--- src/rtl/irq_ctrl_pkg.sv ---
// rtl/irq_ctrl_pkg.sv - register map and shared constants for the interrupt controller
package irq_ctrl_pkg;

    typedef enum logic [1:0] {
        IRQ_VEC  = 2'd0,
        IRQ_PEND = 2'd1,
        IRQ_EN   = 2'd2,
        IRQ_MODE = 2'd3
    } irq_reg_e;

    localparam int VEC_VALID_BIT = 31;
    localparam int IDX_W         = 5;

endpackage

--- src/rtl/irq_prio_enc.sv ---
// rtl/irq_prio_enc.sv - lowest-index-first priority encoder, purely combinational
module irq_prio_enc
    import irq_ctrl_pkg::*;
#(
    parameter int N = 8
) (
    input  logic [N-1:0]     vec_i,
    output logic             valid_o,
    output logic [IDX_W-1:0] idx_o
);

    // Scan from the top down so the lowest set bit is the last one written.
    always_comb begin
        valid_o = 1'b0;
        idx_o   = '0;
        for (int i = N - 1; i >= 0; i--) begin
            if (vec_i[i]) begin
                valid_o = 1'b1;
                idx_o   = IDX_W'(i);
            end
        end
    end

endmodule

--- src/rtl/irq_ctrl.sv ---
// rtl/irq_ctrl.sv - N-source edge/level interrupt controller with a priority vector register
module irq_ctrl
    import irq_ctrl_pkg::*;
#(
    parameter int N = 8
) (
    input  logic         clk,
    input  logic         rst,
    input  logic         stb,
    input  logic         we,
    input  logic [1:0]   addr,
    input  logic [31:0]  data_in,
    output logic [31:0]  data_out,
    output logic         ack,
    input  logic [N-1:0] irq_in,
    output logic         irq
);

    logic [N-1:0] in_q_q, in_prev_q, pend_q, en_q, mode_q;
    logic [N-1:0] pend_d, en_d, mode_d;
    logic [N-1:0] rise, eff_pend, act, wdata, w1c;
    logic         irq_q, irq_d;
    logic         wr;
    logic         prio_valid;
    logic [IDX_W-1:0] prio_idx;
    irq_reg_e     reg_sel;

    assign reg_sel  = irq_reg_e'(addr);
    assign wr       = stb & we;
    assign wdata    = data_in[N-1:0];
    assign ack      = stb;

    generate
        if (N < 32) begin : g_unused_hi
            logic unused_data_hi;
            assign unused_data_hi = ^data_in[31:N];
        end
    endgenerate

    assign rise     = in_q_q & ~in_prev_q;
    assign eff_pend = (mode_q & pend_q) | (~mode_q & in_q_q);
    assign act      = eff_pend & en_q;

    always_comb begin
        en_d   = (wr && reg_sel == IRQ_EN)   ? wdata : en_q;
        mode_d = (wr && reg_sel == IRQ_MODE) ? wdata : mode_q;
        w1c    = (wr && reg_sel == IRQ_PEND) ? wdata : '0;
        // Set beats clear; masking with the new mode clears pend as a bit goes level.
        pend_d = ((pend_q & ~w1c) | rise) & mode_d;
        irq_d  = |act;
    end

    always_ff @(posedge clk) begin
        if (rst) begin
            in_q_q    <= '0;
            in_prev_q <= '0;
            pend_q    <= '0;
            en_q      <= '0;
            mode_q    <= '0;
            irq_q     <= 1'b0;
        end else begin
            in_q_q    <= irq_in;
            in_prev_q <= in_q_q;
            pend_q    <= pend_d;
            en_q      <= en_d;
            mode_q    <= mode_d;
            irq_q     <= irq_d;
        end
    end

    assign irq = irq_q;

    irq_prio_enc #(.N(N)) u_prio (
        .vec_i   (act),
        .valid_o (prio_valid),
        .idx_o   (prio_idx)
    );

    always_comb begin
        data_out = '0;
        case (reg_sel)
            IRQ_VEC:  data_out = (32'(prio_valid) << VEC_VALID_BIT) | 32'(prio_idx);
            IRQ_PEND: data_out = 32'(eff_pend);
            IRQ_EN:   data_out = 32'(en_q);
            IRQ_MODE: data_out = 32'(mode_q);
            default:  data_out = '0;
        endcase
    end

endmodule
--- config.mk ---
export PLATFORM = sky130hd
export DESIGN_NAME = irq_ctrl
export DESIGN_NICKNAME = d
export VERILOG_FILES = /design/src/rtl/irq_ctrl_pkg.sv /design/src/rtl/irq_prio_enc.sv /design/src/rtl/irq_ctrl.sv
export SDC_FILE = /design/constraint.sdc
export NUM_CORES = 1
export LEC_CHECK = 0
export CORE_UTILIZATION = 40
export CTS_BUF_LIST = sky130_fd_sc_hd__clkbuf_16
export DETAILED_ROUTE_END_ITERATION = 12
export PLACE_DENSITY = 0.8
export SYNTH_ARGS = -nofsm -noshare
export SYNTH_HDL_FRONTEND = slang
export SYNTH_SLANG_ARGS = --single-unit
export TNS_END_PERCENT = 50
--- constraint.sdc ---
create_clock -name clk -period 1.64 [get_ports clk]
set_clock_uncertainty 0.2 [all_clocks]
set_input_delay 0.328 -clock clk [delete_from_list [all_inputs] [get_ports clk]]
set_output_delay 0.328 -clock clk [all_outputs]
set_load 0.02 [all_outputs]
==> results.md <==
* Crit-path leading delay family: compound AO/OA/AOI/OAI gates
* Total CTS buffers at 5
* Via count at just under 2k
* Hold path startpoint: en_q[5]
* Critical path, cell by cell: mux2_4, a211oi_4, o311ai_2, a31oi_2, buf_4
* Async set-reset flop share out of synthesis at 0
* Initial antenna violation count at 0
* Failing checks: setup timing
* Drt drc at 0
* Max stage delay on crit path at 0.33 ns
* Clock power share at 0.427
* Die X at 74.8 um
* Vias in the first global route at between 1.5k and 2k
* Fin. Hold Viols at 0
* P_sw at between 600 and 700 uW
* Wirelength per Cell at about 14 um
* Root buf cell: clkbuf_16
* Initial Utilization at 0.415
* Internal Pwr Total at just under 2000 uW
* Placed Cells at between 300 and 400
* Sequential Area at 841 um2
* CP max stage cell: dfxtp_2
* Outcome: finished with violations
* Worst setup margin at -0.592 ns
* Proportion of power drawn by combinational gates at 0.161
* Synthesized area at 0.00212 mm2
* #FFs+latches synth at 41
* Wire length after detailed routing at about 5.6 mm
* Layout Area Growth over Synthesis at 48.6%
* WHS Path Cells at 2
* Grt total ovfl at 0
* Worst vdd ir at roughly 0.00045 V
* DRT Pass-1 Iters at 4
* Worst-Skew Late Latency at between 0.2 and 0.3 ns
* Syn Inst Count at 256
* DRT antenna net count at 0
* Number of cells on the worst reg-to-reg path at 5
* Synth Area per Inst at 8.27 um2
* Reg2reg start: mode_q[3]
* First-pass GRT wire length at ~8.6 mm
* Max clock buf depth at 2
* Slew Viols, Final at 0
* Die height at 74.8 um
* FF-to-FF End: irq
* Total GRT Usage at 0.210
* Share of layout cells above drive strength 1 at 0.351
* RSZ-0062 raised after global routing: true
* Seq pwr share at 0.412
* Fillers at 435
* Crit path DAT at 1.70 ns
* Footprint of the multi-input gates at between 0.001 and 0.0015 mm2
* Hold Crit Class: flip-flop to flip-flop
* Post-synth cell types at 36
* Seq/Total Area, Yosys at 0.388
* Post-Layout Cell Count at just over 400
* LEAKAGE at approximately 0.0013 uW
* Routability cong. at between 0.8 and 0.9
* Fin crit period at approximately 2.2 ns
* R2R setup slack at approximately 0.13 ns
* Largest net degree at the start of global routing at 34
* Vias per Instance at between 4 and 5
* Nets@finish at 378
* PwrDens at roughly 800 mW/mm2
* Reg clk slew, reported paths at 0.06 ns
* # setup viols final at 9
* WS Path Type: flip-flop to output pin
* Worst EP required at 1.11 ns
* FP Rows at 26
* Predominant post-synthesis flop cell: dfxtp_1
* H-tree depth at 2
* Setup crit start kind: flip-flop
* CTS tree: yes
* EDFF count, synth at 0
* Core Area at 0.00511 mm2
* Dpl hpwl at around 3.6 mm
* Worst path bufs/invs at 1
* Initial DRC count at between 100 and 150
* DIE AREA at about 0.0056 mm2
* Hold Crit Endpoint: en_q[5]
* I/O pin count at 80
* Util after Layout at 0.616
* YS warnings at 0
* Peak Freq at approximately 0.45 GHz
* Worst-path maximum fanout at 3
* Antenna cells at 0
* Hold_buf cts at 0
* Port Buffers at 32
* Num Clock Sinks at 41
* Critical path endpoint category: output pin
* Sw Share at 0.238
* Period Utilization, post-route at 1.36
* Max Cap Viol at 0
* Dpl ws at -1.06 ns
* CP Depth at 5
[cell usage in the layout, fill, tap and decap left out, drive strengths merged, types with 7 or more instances in the layout]
cell	count
buf	59
nand2	52
dfxtp	41
nor2b	33
a21oi	25
conb	23
clkdlybuf4s50	17
o21ai	11
mux2	7
[power groups by stage]
stage	Sequential [uW]	Clock, uW	Combinational [uW]
floorplan	1060	0	238
global placement	1060	0	350
detailed placement	1060	0	356
CTS	1040	1090	390
global route	1040	1150	435
finish	1040	1080	406
[routing by layer]
metal | GRT usage | share of wire | up-vias
met4 | 0.119 | 0.045 | 0
met1 | 0.218 | 0.39 | 904
met5 | 0 | 0 | -
met3 | 0.0522 | 0.041 | 26
li1 | - | - | 967
met2 | 0.383 | 0.52 | 68
[synthesized netlist by cell type (all sizes together), types with 2 or more instances]
cell type,instances,area [um2]
clkbuf,3,11.3
a21oi,25,144
a22o,6,52.6
nand4,2,12.5
o311ai,3,26.3
dfxtp,41,821
nor2,6,22.5
and2,2,12.5
a2bb2oi,4,35.0
nand2b,6,37.5
buf,31,216
mux2,7,90.1
o21ai,11,55.1
nand3,2,10.0
o22ai,2,12.5
inv,4,15.0
nand2,52,195
nor2b,33,206
mux2i,5,50.1
[state kept, by name (all words and copies together) (netlist names)]
signal	cells
pend_q	8
mode_q	8
in_q_q	8
en_q	8
in_prev_q	8
irq	1
[repair_timing]
item                       CTS  global route
setup endpoints to repair   35            26
cloned                       1             0
setup buffers                6             3
resized for setup           95            20
pin swaps                    9            13
[how the worst max path moves through the flow]
stage                    from  slack (ns)     endpoint
detailed placement    addr[1]       -1.06  data_out[0]
global placement      addr[1]       -1.04  data_out[0]
floorplan           mode_q[1]       -0.13  data_out[2]
CTS                 mode_q[6]       -0.57  data_out[0]
global route        mode_q[6]       -0.62  data_out[0]
finish              mode_q[6]       -0.59  data_out[0]
[cell families after synthesis]
kind of cell | synth area share
simple gates | 0.250
compound gates | 0.180
flops | 0.388
buf+inv | 0.115
mux | 0.0662
other cells | 0.00177
[tightest hold or removal path, delay by kind of cell (launching register included)]
kind | cells | cell delay, ns
and+or+nand+nor | 1 | 0.05
AOI/OAI and AO/OA | 1 | 0.05
DFF | 1 | 0.30
[stage by stage]
step / cell area, um2 / setup TNS (ns) / total power (uW) / hold slack [ns]
2_1_floorplan: 2250 / -0.401 / 1300 / 0.197
3_3_place_gp: 2750 / -18.95 / 1410 / 0.242
3_5_place_dp: 2750 / -20.58 / 1420 / 0.247
4_1_cts: 3080 / -3.20 / 2520 / 0.255
5_1_grt: 3150 / -3.58 / 2620 / 0.295
6_report: 3150 / -3.15 / 2530 / 0.255
[area by class of cell]
class                           instances  share of cell area
Multi-Input combinational cell        199               0.414
Inverter                                4             0.00477
Clock buffer                            5              0.0398
Clock inverter                          3              0.0119
Sequential cell                        41               0.267
Timing Repair Buffer                   81               0.234
Tap cell                               70              0.0278
Power figures use the tool's default switching activity.
